$ cat src/rtl/ps2_key_receiver_pkg.sv
// Shared types and set-2 scan-code constants for the PS/2 key receiver.
package ps2_pkg;

    typedef enum logic [1:0] {IDLE, DATA, PARITY, STOP} state_t;

    localparam logic [7:0] PS2_EXT  = 8'hE0;
    localparam logic [7:0] PS2_BRK  = 8'hF0;
    localparam logic [7:0] PS2_BAT  = 8'hAA;
    localparam logic [7:0] PS2_ACK  = 8'hFA;
    localparam logic [7:0] PS2_RSND = 8'hFE;

    // Keyboard housekeeping bytes that carry no key information.
    function automatic logic is_drop_code(input logic [7:0] b);
        return (b == PS2_BAT) || (b == PS2_ACK) || (b == PS2_RSND) ||
               (b == 8'h00) || (b == 8'hFF);
    endfunction

endpackage

$ cat src/rtl/ps2_key_receiver_if.sv
// Decoded key-event bundle: key_valid is a one-cycle strobe, no back-pressure;
// keyCode/press/extended are valid on the strobe cycle and held until the next one.
interface ps2_key_if;
    import ps2_pkg::*;

    logic [7:0] keyCode;
    logic       press;
    logic       extended;
    logic       key_valid;
    logic       frame_err;
    state_t     state;

    modport master (output keyCode, press, extended, key_valid, frame_err, state);
    modport slave  (input  keyCode, press, extended, key_valid, frame_err, state);

endinterface

$ cat src/rtl/ps2_key_receiver_filter.sv
// Synchronises the raw PS/2 pins, de-glitches the clock and flags its falling edges.
module ps2_filter #(
    parameter int FILTER_LEN = 4
) (
    input  logic Clk,
    input  logic RESET,
    input  logic psClk,
    input  logic psData,
    output logic fall,
    output logic data_s
);

    localparam int CW = $clog2(FILTER_LEN + 1);

    logic [1:0]    clk_sync;
    logic [1:0]    data_sync;
    logic          filt_clk;
    logic [CW-1:0] cnt;

    // cnt counts consecutive samples disagreeing with filt_clk; any agreement restarts it.
    always_ff @(posedge Clk or negedge RESET) begin
        if (!RESET) begin
            clk_sync  <= 2'b11;
            data_sync <= 2'b11;
            filt_clk  <= 1'b1;
            cnt       <= '0;
            fall      <= 1'b0;
        end else begin
            clk_sync  <= {clk_sync[0], psClk};
            data_sync <= {data_sync[0], psData};
            fall      <= 1'b0;
            if (clk_sync[1] == filt_clk) begin
                cnt <= '0;
            end else if (cnt == CW'(FILTER_LEN - 1)) begin
                filt_clk <= clk_sync[1];
                cnt      <= '0;
                fall     <= filt_clk;
            end else begin
                cnt <= cnt + 1'b1;
            end
        end
    end

    assign data_s = data_sync[1];

endmodule

$ cat src/rtl/ps2_key_receiver.sv
// PS/2 keyboard receiver: frame FSM with watchdog, then set-2 E0/F0 prefix decoding.
module ps2_key_receiver
    import ps2_pkg::*;
#(
    parameter int FILTER_LEN     = 4,
    parameter int TIMEOUT_CYCLES = 50000
) (
    input  logic      Clk,
    input  logic      RESET,
    input  logic      psClk,
    input  logic      psData,
    ps2_key_if.master key
);

    localparam int WW = $clog2(TIMEOUT_CYCLES);

    logic          fall, data_s;
    state_t        state, state_n;
    logic [2:0]    bit_cnt, bit_cnt_n;
    logic [7:0]    shreg, shreg_n;
    logic          par_ok, par_ok_n;
    logic          byte_done, byte_done_n;
    logic          stop_err, stop_err_n;
    logic          timeout;
    logic [WW-1:0] wd_cnt;
    logic          ext_pend, brk_pend;
    logic [7:0]    code_q;
    logic          press_q, ext_q, valid_q, err_q;

    ps2_filter #(.FILTER_LEN(FILTER_LEN)) u_filter (
        .Clk    (Clk),
        .RESET  (RESET),
        .psClk  (psClk),
        .psData (psData),
        .fall   (fall),
        .data_s (data_s)
    );

    always_comb begin
        state_n     = state;
        bit_cnt_n   = bit_cnt;
        shreg_n     = shreg;
        par_ok_n    = par_ok;
        byte_done_n = 1'b0;
        stop_err_n  = 1'b0;
        timeout     = 1'b0;
        if (fall) begin
            case (state)
                IDLE: if (!data_s) begin
                    state_n   = DATA;
                    bit_cnt_n = 3'd0;
                end
                DATA: begin
                    shreg_n   = {data_s, shreg[7:1]};
                    bit_cnt_n = bit_cnt + 3'd1;
                    if (bit_cnt == 3'd7) state_n = PARITY;
                end
                PARITY: begin
                    par_ok_n = ^{shreg, data_s};
                    state_n  = STOP;
                end
                STOP: begin
                    if (data_s && par_ok) byte_done_n = 1'b1;
                    else                  stop_err_n  = 1'b1;
                    state_n = IDLE;
                end
                default: state_n = IDLE;
            endcase
        end else if (state != IDLE && wd_cnt == WW'(TIMEOUT_CYCLES - 1)) begin
            // A fall on the terminal cycle wins, so the timeout sits in the else branch.
            timeout = 1'b1;
            state_n = IDLE;
        end
    end

    always_ff @(posedge Clk or negedge RESET) begin
        if (!RESET) begin
            state     <= IDLE;
            bit_cnt   <= 3'd0;
            shreg     <= 8'h00;
            par_ok    <= 1'b0;
            byte_done <= 1'b0;
            stop_err  <= 1'b0;
            wd_cnt    <= '0;
            err_q     <= 1'b0;
        end else begin
            state     <= state_n;
            bit_cnt   <= bit_cnt_n;
            shreg     <= shreg_n;
            par_ok    <= par_ok_n;
            byte_done <= byte_done_n;
            stop_err  <= stop_err_n;
            wd_cnt    <= (fall || state == IDLE) ? '0 : wd_cnt + 1'b1;
            err_q     <= stop_err | timeout;
        end
    end

    always_ff @(posedge Clk or negedge RESET) begin
        if (!RESET) begin
            ext_pend <= 1'b0;
            brk_pend <= 1'b0;
            code_q   <= 8'h00;
            press_q  <= 1'b0;
            ext_q    <= 1'b0;
            valid_q  <= 1'b0;
        end else begin
            valid_q <= 1'b0;
            if (byte_done) begin
                if (shreg == PS2_EXT) begin
                    ext_pend <= 1'b1;
                end else if (shreg == PS2_BRK) begin
                    brk_pend <= 1'b1;
                end else begin
                    ext_pend <= 1'b0;
                    brk_pend <= 1'b0;
                    if (!is_drop_code(shreg)) begin
                        code_q  <= shreg;
                        press_q <= ~brk_pend;
                        ext_q   <= ext_pend;
                        valid_q <= 1'b1;
                    end
                end
            end
        end
    end

    assign key.keyCode   = code_q;
    assign key.press     = press_q;
    assign key.extended  = ext_q;
    assign key.key_valid = valid_q;
    assign key.frame_err = err_q;
    assign key.state     = state;

endmodule

$ cat src/flat_wrapper.sv
// flat-port wrapper written by rule: the top's interface ports become plain ports
module ps2_key_receiver_flat import ps2_pkg::*;
#(
    parameter int FILTER_LEN     = 4,
    parameter int TIMEOUT_CYCLES = 50000
)
  (Clk, RESET, psClk, psData, key_keyCode, key_press, key_extended, key_key_valid, key_frame_err, key_state);
  ps2_key_if key_i ();
  input  logic Clk;
  input  logic RESET;
  input  logic psClk;
  input  logic psData;
  output wire logic [$bits(key_i.keyCode)-1:0] key_keyCode;
  output wire logic [$bits(key_i.press)-1:0] key_press;
  output wire logic [$bits(key_i.extended)-1:0] key_extended;
  output wire logic [$bits(key_i.key_valid)-1:0] key_key_valid;
  output wire logic [$bits(key_i.frame_err)-1:0] key_frame_err;
  output wire logic [$bits(key_i.state)-1:0] key_state;
  assign key_keyCode = key_i.keyCode;
  assign key_press = key_i.press;
  assign key_extended = key_i.extended;
  assign key_key_valid = key_i.key_valid;
  assign key_frame_err = key_i.frame_err;
  assign key_state = key_i.state;
  ps2_key_receiver #(.FILTER_LEN(FILTER_LEN), .TIMEOUT_CYCLES(TIMEOUT_CYCLES)) u_core (.Clk(Clk), .RESET(RESET), .psClk(psClk), .psData(psData), .key(key_i));
endmodule
$ cat config.mk
export PLATFORM = sky130hd
export DESIGN_NAME = ps2_key_receiver_flat
export DESIGN_NICKNAME = d
export VERILOG_FILES = /design/src/rtl/ps2_key_receiver_pkg.sv /design/src/rtl/ps2_key_receiver_if.sv /design/src/rtl/ps2_key_receiver_filter.sv /design/src/rtl/ps2_key_receiver.sv /design/src/flat_wrapper.sv
export SDC_FILE = /design/constraint.sdc
export NUM_CORES = 1
export LEC_CHECK = 0
export ABC_AREA = 1
export CAP_MARGIN = 10
export CORE_ASPECT_RATIO = 0.5
export CORE_MARGIN = 8
export CORE_UTILIZATION = 63
export DETAILED_ROUTE_END_ITERATION = 6
export GPL_ROUTABILITY_DRIVEN = 0
export PLACE_DENSITY = 0.91
export SLEW_MARGIN = 20
export SYNTH_ARGS = -nofsm -noshare
export SYNTH_HDL_FRONTEND = slang
export SYNTH_SLANG_ARGS = --single-unit
$ cat constraint.sdc
create_clock -name Clk -period 2.5 [get_ports Clk]
set_input_delay 0.5 -clock Clk [delete_from_list [all_inputs] [get_ports Clk]]
set_output_delay 0.5 -clock Clk [all_outputs]
set_load 0.02 [all_outputs]
; Word-level counts from Yosys, hierarchy flattened
; Cells that the tools add are included.
[totals]
regBits = 55
input_bits = 4
wordCells = 93
output_inout_bits = 14
[op_classes]
muxes = 27
eq_ne = 17
n_reduce_logical = 21
add_sub_neg = 3
n_bitwise = 6
[ops]
columns = operator, n
row1 = equality test 8 bit (second input constant), 6
row2 = 2-to-1 mux 1 bit, 17
row3 = adder 16 x 1 -> 16 bit (second input constant), 1
row4 = equality test 16 bit (second input constant), 1
row5 = 2-to-1 mux 16 bit, 1
row6 = AND reduction 2 bit, 5
row7 = 2-to-1 mux 3 bit, 3
row8 = XOR reduction 9 bit, 1
row9 = logical NOT 8 bit, 1
row10 = 2-to-1 mux 2 bit, 4
row11 = case mux 2 bit (4 select lines), 1
row12 = adder 3 x 1 -> 3 bit (second input constant), 2
row13 = case mux 3 bit (2 select lines), 1
row14 = AND reduction 3 bit, 2
row15 = nonzero test 2 bit, 3
row16 = logical OR 1 bit, 5
row17 = inverter 1 bit, 5
row18 = equality test 2 bit (second input constant), 2
row19 = AND reduction 4 bit, 1
row20 = equality test 3 x 2 -> 1 bit (second input constant), 1
row21 = equality test 3 bit (second input constant), 1
row22 = inequality test 3 x 2 -> 1 bit (second input constant), 1
row23 = inequality test 3 bit (second input constant), 1
row24 = equality test 2 x 1 -> 1 bit (second input constant), 1
row25 = other kinds (6), 7

; Depth between registers and ports, before layout
; Gate-level depths: netlist (run 1).
[logic_depth]
ltp_word = 9
ltp_mapped = 10
depth_no_buf = 10

; Hierarchy
; A second synthesis (run 1) with hierarchy kept.
[hier_totals]
hier_cells = 325
area_unflattened_um2 = 2630.0
[by_module_without_submodules]
columns = module, n_inst, area_each_um2, cells_each, seq_area_each_um2
row1 = ps2_key_receiver, 1, 2307.2, 296, 1151.1
row2 = ps2_filter, 1, 322.8, 29, 231.5

; Worst setup path before layout (run 1)
; No wires, ideal clock.
[synth_path]
kind = flip-flop to flip-flop
from = reg u_core.state[0], in the netlist u_core.key.state[0]
to = reg u_core.state[0], in the netlist u_core.key.state[0]
path_buffers = 0
t_required_ns = 2.382
arrival_time_ns = 1.507
setup_slack_ns = 0.876
path_stages_with_launch = 11
path_cell_list = dfrtp_1 -> inv_1 -> ha_1 -> inv_1 -> nand2_2 -> nor3_1 -> nand3_1 -> nand2_1 -> nand2_1 -> nand2_1 -> nand2_1
[synth_via]
elab_chain_len = 4
[synth_rtl]
columns = item, line
row1 = "start, declared", ps2_key_receiver.sv:18  ; state_t state, state_n;
row2 = "start signal, assigned", ps2_key_receiver.sv:87  ; state <= state_n;
row3 = "parallel branches: the longest is 4 deep, another holds case mux 2 bit (4 select lines)", -
; Parallel ways; which one is timed is not known.
; A chain may end at the register's enable or synchronous reset.

; Final worst setup path (run 1)
[layout_path]
from = reg u_core.state[0], in the netlist u_core.key.state[0]
to = out key_state[0]
[layout_rtl]
columns = item, line
row1 = "end, declared", flat_wrapper.sv:18  ; output wire logic [$bits(key_i.state)-1:0] key_state;
; No word-level cell between the ends.

==> impl_metrics.json, run 1 <==
{
  "drive_above_1_share": 0.0841,
  "cp_max_fo": 6,
  "drc_errors": 0,
  "hpwl_um": 3830,
  "critPathCaptureType": "output pin",
  "drtIter0Drc": 85,
  "finalCriticalPeriod_ns": 1.91,
  "synth_mux_area_frac": 0,
  "clk_latency_ns": 0.32,
  "ys_ff_latch": 55,
  "critical_path_class": "reg2out",
  "tritoncts": "built",
  "clock-skew-final_ns": 0.0119,
  "finalWirelength_um": 5170,
  "power.share.switching": 0.229,
  "firstDrtPassIters": 4,
  "relSlewSlack": 0.694,
  "synthSimpleGateAreaFrac": 0.294,
  "pwr-share-comb": 0.055,
  "mostFrequentLayoutCell": "nand2_1",
  "cts_root_buffer": "clkbuf_8",
  "cts_hold_buf": 0,
  "track_usage": 0.174,
  "crit_required_ns": 2.00,
  "cts.clk_slew.worst_paths_ns": 0.10,
  "peakVddDrop_mv": 0.397,
  "start_util": 0.667,
  "switchingPower_uw": 358,
  "layout_common_cells": "103 x nand2_1, 50 x dfrtp_1, 39 x inv_1",
  "routed_via_density": 5.39,
  "final_util": 0.748,
  "io_buffers": 17,
  "seq_power_share": 0.600,
  "cp_slowest_cell": "clkdlybuf4s50_1",
  "internal_power_uw": 1210,
  "rsz0062_at_grt": "no",
  "synthCells": 322,
  "post_drt_wl_per_cell_um": 12.9,
  "max_stage_delay_ns": 0.64,
  "total_power_uw": 1570,
  "grt_pass1_vias": 2125,
  "synth_xor_xnor_area_share": 0.00988,
  "fmax_ghz": 0.523,
  "num_rows": 16,
  "synthAdderAreaFrac": 0.0376,
  "avgSynthCellArea_um2": 8.26,
  "grt_pass1_wl_um": 9000,
  "final_hold_viol_count": 0,
  "path_buf_inv": 1,
  "die_width_um": 108,
  "die_y_um": 61.9,
  "cts_buffer_depth": 2,
  "coreArea_um2": 3980,
  "post_cts_buffers": 0,
  "dp_cells": 391,
  "hp-class": "in2async",
  "final_cell_area_um2": 2980,
  "cts.htree.levels": 2,
  "nNetsFinal": 356,
  "yosys_warnings": 0,
  "outcome": "finished clean",
  "synth_area_leaders": "dfrtp_1 47%, nand2_1 15%, inv_1 5.5%",
  "p_per_area_nw_per_um2": 525,
  "critPathTopFamily": "buffers and inverters",
  "drv_slew": 0,
  "setup-violations-final": 0,
  "synth_top_cell_area_share": 0.471,
  "area_delta_synth_final_pct": 12.0,
  "tns_ns": 0,
  "synth-compound-area-share": 0.0692,
  "yosys.area.top_type": "dfrtp_1",
  "arrival_ns": 1.41,
  "synth_top_family_by_area": "simple AND/OR/NAND/NOR gates",
  "drtAntennaViolNets": 0,
  "numCtsBuffers": 5,
  "clockPowerShare": 0.345,
  "p_leak_uw": 0.00147,
  "via_count": 2152,
  "post-route-period-util": 0.764,
  "ys_seq_area_frac": 0.520,
  "place_area_um2": 2880,
  "diodes": 0,
  "die_area_um2": 6680,
  "antenna_found_initial": 0,
  "cts_resized": 0,
  "stdcell_count": 399,
  "synth_area_um2": 2660,
  "critPathLaunchType": "flop",
  "grt-ovfl-total": 0,
  "ys_types": 29,
  "syn_nets": 334,
  "path_cells": "clkdlybuf4s50_1",
  "clock-sinks": 55,
  "worst_pin_slew_ns": 0.458,
  "maxCapViolations": 0,
  "io_pins": 18,
  "grt_max_degree": 23
}
[routing by layer]
layer,part of all wire,global-route usage
met1,0.44,0.189
met2,0.49,0.311
met3,0.052,0.0535
met4,0.021,0.0898
met5,0,0
[final timing paths]
check | start | endpoint | slack [ns] | cells past startpoint
max | u_core.key.state[0] | key_state[0] | 0.59 | 1
min | RESET | u_core.key.keyCode[7] | 0.09 | 1
max reg2reg | u_core.key.state[1] | u_core.key.state[0] | 0.75 | 7
min reg2reg | u_core.u_filter.clk_sync[0] | u_core.u_filter.clk_sync[1] | 0.36 | 0
max in group asynchronous | RESET | u_core.u_filter.clk_sync[1] | 1.71 | 2
min in group Clk | u_core.u_filter.clk_sync[0] | u_core.u_filter.clk_sync[1] | 0.36 | 0
[cells by family (layout without fill, tap and decap cells)]
logic type | count (synthesis) | in the layout
flip-flops | 55 | 55
XOR/XNOR | 3 | 3
adder cells (fa/ha/maj) | 8 | 8
AO/OA/AOI/OAI | 35 | 35
AND/OR/NAND/NOR | 176 | 176
buffers and inverters | 45 | 68
[layout make-up]
cell class                 instances  area [um^2]
sequential                        55         1380
fill                             269         1000
inverter                          41          154
multi-input combinational        222         1090
timing repair buffer              19          180
clock inverter                     1         7.51
clock buffer                       7         96.3
tap                               54         67.6
[flip-flops by register name, summed over array words and instances, names as in the netlist]
name and cells:
u_core.wd_cnt 16, u_core.key.keyCode 8, u_core.shreg 8, u_core.bit_cnt 3, u_core.u_filter.cnt 3, u_core.key.state 2
u_core.u_filter.clk_sync 2, u_core.u_filter.data_sync 2, u_core.brk_pend 1, u_core.byte_done 1, u_core.ext_pend 1, u_core.key.extended 1
u_core.key.frame_err 1, u_core.key.key_valid 1, u_core.key.press 1, u_core.par_ok 1, u_core.stop_err 1, u_core.u_filter.fall 1
u_core.u_filter.filt_clk 1
[synth_stat cells]
cell type    n
xor2_1       1
clkinv_1     1
nor3_1       9
nand3_1     16
nand2_2      3
nor2_2       3
buf_2        1
or2_1        1
nand3_4      1
inv_1       39
nor3b_1      1
nor2_4       1
a21oi_1     13
nand3b_1     1
xnor2_1      2
dfrtp_1     50
buf_6        2
clkbuf_1     1
a211oi_1     2
nand3_2      2
nor2_1      23
o21ai_2      1
or2_2        1
nand2_1    103
nand4_1     11
o21ai_0     19
inv_2        1
dfstp_2      5
ha_1         8
[power groups by stage]
stage               sequential, uW  combinational, uW  clock (uW)
global route                   942               97.6         586
detailed placement             956               88.5           0
global placement               953               80.9           0
CTS                            939               88.8         553
finish                         939               86.3         540
floorplan                      951               52.3           0
[metrics by stage]
stage | setup WS [ns] | hold WS, ns
finish | 0.589 | 0.0916
global route | 0.540 | 0.116
CTS | 0.567 | 0.0947
detailed placement | 0.790 | 0.347
global placement | 0.844 | 0.346
floorplan | 0.876 | 0.204
Power figures use the tool's default switching activity.
==> run 2, diff against run 1 <==
--- a/config.mk
+++ b/config.mk
@@ -9,10 +9,10 @@
 export CAP_MARGIN = 10
 export CORE_ASPECT_RATIO = 0.5
 export CORE_MARGIN = 8
-export CORE_UTILIZATION = 63
+export CORE_UTILIZATION = 52
 export DETAILED_ROUTE_END_ITERATION = 6
 export GPL_ROUTABILITY_DRIVEN = 0
-export PLACE_DENSITY = 0.91
+export PLACE_DENSITY = 0.81
 export SLEW_MARGIN = 20
 export SYNTH_ARGS = -nofsm -noshare
 export SYNTH_HDL_FRONTEND = slang
==> constraint.sdc (replaced) <==
create_clock -name Clk -period 1.7 [get_ports Clk]
set_input_delay 0.34 -clock Clk [delete_from_list [all_inputs] [get_ports Clk]]
set_output_delay 0.34 -clock Clk [all_outputs]
set_load 0.02 [all_outputs]
==> impl_metrics.json, run 2 (same netlist as run 1, synthesis figures left out) <==
{
  "peakVddDrop_mv": 0.382,
  "io_pins": 18,
  "via_count": 2149,
  "cts_root_buffer": "clkbuf_8",
  "r2r_cells": 8,
  "routed_via_density": 5.10,
  "finalWirelength_um": 4870,
  "relSlewSlack": 0.759,
  "clock-sinks": 55,
  "grt-ovfl-total": 0,
  "grt_pass1_wl_um": 8390,
  "worst_pin_slew_ns": 0.357,
  "final_hold_viol_count": 5,
  "drtAntennaViolNets": 0,
  "fmax_ghz": 0.610,
  "violations": "negative hold slack",
  "grt_pass1_vias": 2020,
  "pwr-share-comb": 0.059,
  "mostFrequentLayoutCell": "nand2_1",
  "r2r_end": "u_core.wd_cnt[14]",
  "track_usage": 0.136,
  "cp_slowest_cell": "clkdlybuf4s50_1",
  "hpwl_um": 3610,
  "drive_above_1_share": 0.103,
  "final_cell_area_um2": 3040,
  "critical_path_class": "reg2out",
  "power.share.switching": 0.240,
  "clock-skew-final_ns": 0.00875,
  "clockPowerShare": 0.324,
  "finalCriticalPeriod_ns": 1.64,
  "die_y_um": 66.6,
  "post-route-period-util": 0.964,
  "firstDrtPassIters": 7,
  "internal_power_uw": 1700,
  "timing.rr.start": "u_core.wd_cnt[0]",
  "switchingPower_uw": 536,
  "grt_max_degree": 56,
  "area_delta_synth_final_pct": 14.4,
  "arrival_ns": 1.30,
  "die_width_um": 117,
  "largest_reg_flops": 16,
  "path_cells": "clkdlybuf4s50_1",
  "drv_slew": 0,
  "cts.htree.levels": 2,
  "max_stage_delay_ns": 0.62,
  "setup-violations-final": 0,
  "p_per_area_nw_per_um2": 734,
  "path_buf_inv": 1,
  "tns_ns": 0,
  "cts.clk_slew.worst_paths_ns": 0.10,
  "num_rows": 18,
  "hp-class": "in2async",
  "clk_latency_ns": 0.31,
  "diodes": 0,
  "place_area_um2": 2940,
  "p_leak_uw": 0.00153,
  "maxCapViolations": 0,
  "cts_buffer_depth": 2,
  "layout_common_cells": "103 x nand2_1, 49 x dfrtp_1, 39 x inv_1",
  "outcome": "finished with violations",
  "coreArea_um2": 4930,
  "startpoint": "u_core.key.keyCode[5]",
  "nNetsFinal": 362,
  "start_util": 0.539,
  "numCtsBuffers": 5,
  "fin_hold_ws_ns": -0.00629,
  "drtIter0Drc": 123,
  "io_buffers": 17,
  "fillers": 404,
  "critPathTopFamily": "buffers and inverters",
  "critPathLaunchType": "flop",
  "drc_errors": 0,
  "max_flop_register": "u_core.wd_cnt",
  "seq_power_share": 0.617,
  "crit_end": "key_keyCode[5]",
  "cp_num_cells": 1,
  "critPathCaptureType": "output pin",
  "cp_max_fo": 2,
  "tritoncts": "built",
  "rrSetupSlack_ns": 0.12,
  "crit_required_ns": 1.36,
  "antenna_found_initial": 0,
  "post_drt_wl_per_cell_um": 11.6,
  "die_area_um2": 7800
}
-- run 2: cell types whose count changed in the layout (fill, tap and decap cells not counted), sizes merged --
cell	delta
buf	+6
clkdlybuf4s50	-3
clkbuf	-2
clkinv	+2
dlygate4sd2	+2
clkinvlp	-1
dlymetal6s2s	+1
inv	+1
-- run 2: power groups by stage --
stage / Sequential [uW] / Combinational (uW) / Clock (uW)
6_report: 1380 / 131 / 724
5_1_grt: 1390 / 157 / 798
4_1_cts: 1380 / 136 / 746
3_5_place_dp: 1400 / 136 / 0
3_3_place_gp: 1400 / 124 / 0
2_1_floorplan: 1400 / 76.9 / 0
-- run 2: area by class of cell --
class	instances	area (um^2)	area share
sequential	55	1380	0.455
multi-input combinational	222	1090	0.359
timing repair buffer	25	238	0.0782
inverter	41	154	0.0506
tap	70	87.6	0.0288
clock buffer	5	68.8	0.0226
clock inverter	3	18.8	0.00617
-- run 2: stage by stage --
stage | util | total power, uW | hold slack (ns) | std cells | worst slack [ns]
5_1_grt | 0.617 | 2340 | 0.0230 | 421 | -0.00285
3_3_place_gp | 0.596 | 1520 | 0.346 | 411 | 0.213
4_1_cts | 0.613 | 2260 | 0.00901 | 419 | 0.0373
2_1_floorplan | - | 1480 | 0.0444 | 322 | 0.0757
6_report | 0.617 | 2230 | -0.00629 | 421 | 0.0616
3_5_place_dp | 0.596 | 1540 | 0.349 | 411 | 0.124
-- run 2: per-layer routing --
| metal | vias to the layer above | routed length (um) | global-route usage |
|---|---|---|---|
| met1 | 1006 | 2200 | 0.150 |
| met4 | 0 | 112 | 0.0790 |
| met3 | 9 | 281 | 0.0343 |
| met2 | 53 | 2280 | 0.236 |
| li1 | 1081 | - | - |
| met5 | - | 0 | 0 |
-- run 2: worst min path at each step --
stage                                   end  slack, ns  cells after the start
6_report                  u_core.wd_cnt[10]     -0.006                      2
5_1_grt                    u_core.wd_cnt[3]       0.02                      2
4_1_cts                    u_core.wd_cnt[6]      0.009                      2
3_5_place_dp   u_core.u_filter.data_sync[1]       0.35                      0
3_3_place_gp              u_core.wd_cnt[10]       0.35                      2
2_1_floorplan             u_core.bit_cnt[0]       0.04                      0
-- run 2: what timing repair did --
| item | in CTS | in global routing |
|---|---|---|
| resized for setup | 2 | 2 |
| endpoints found under the setup margin | 2 | 9 |
| hold buffers | 0 | 0 |
| setup buffers | 0 | 2 |
| cloned | 0 | 0 |
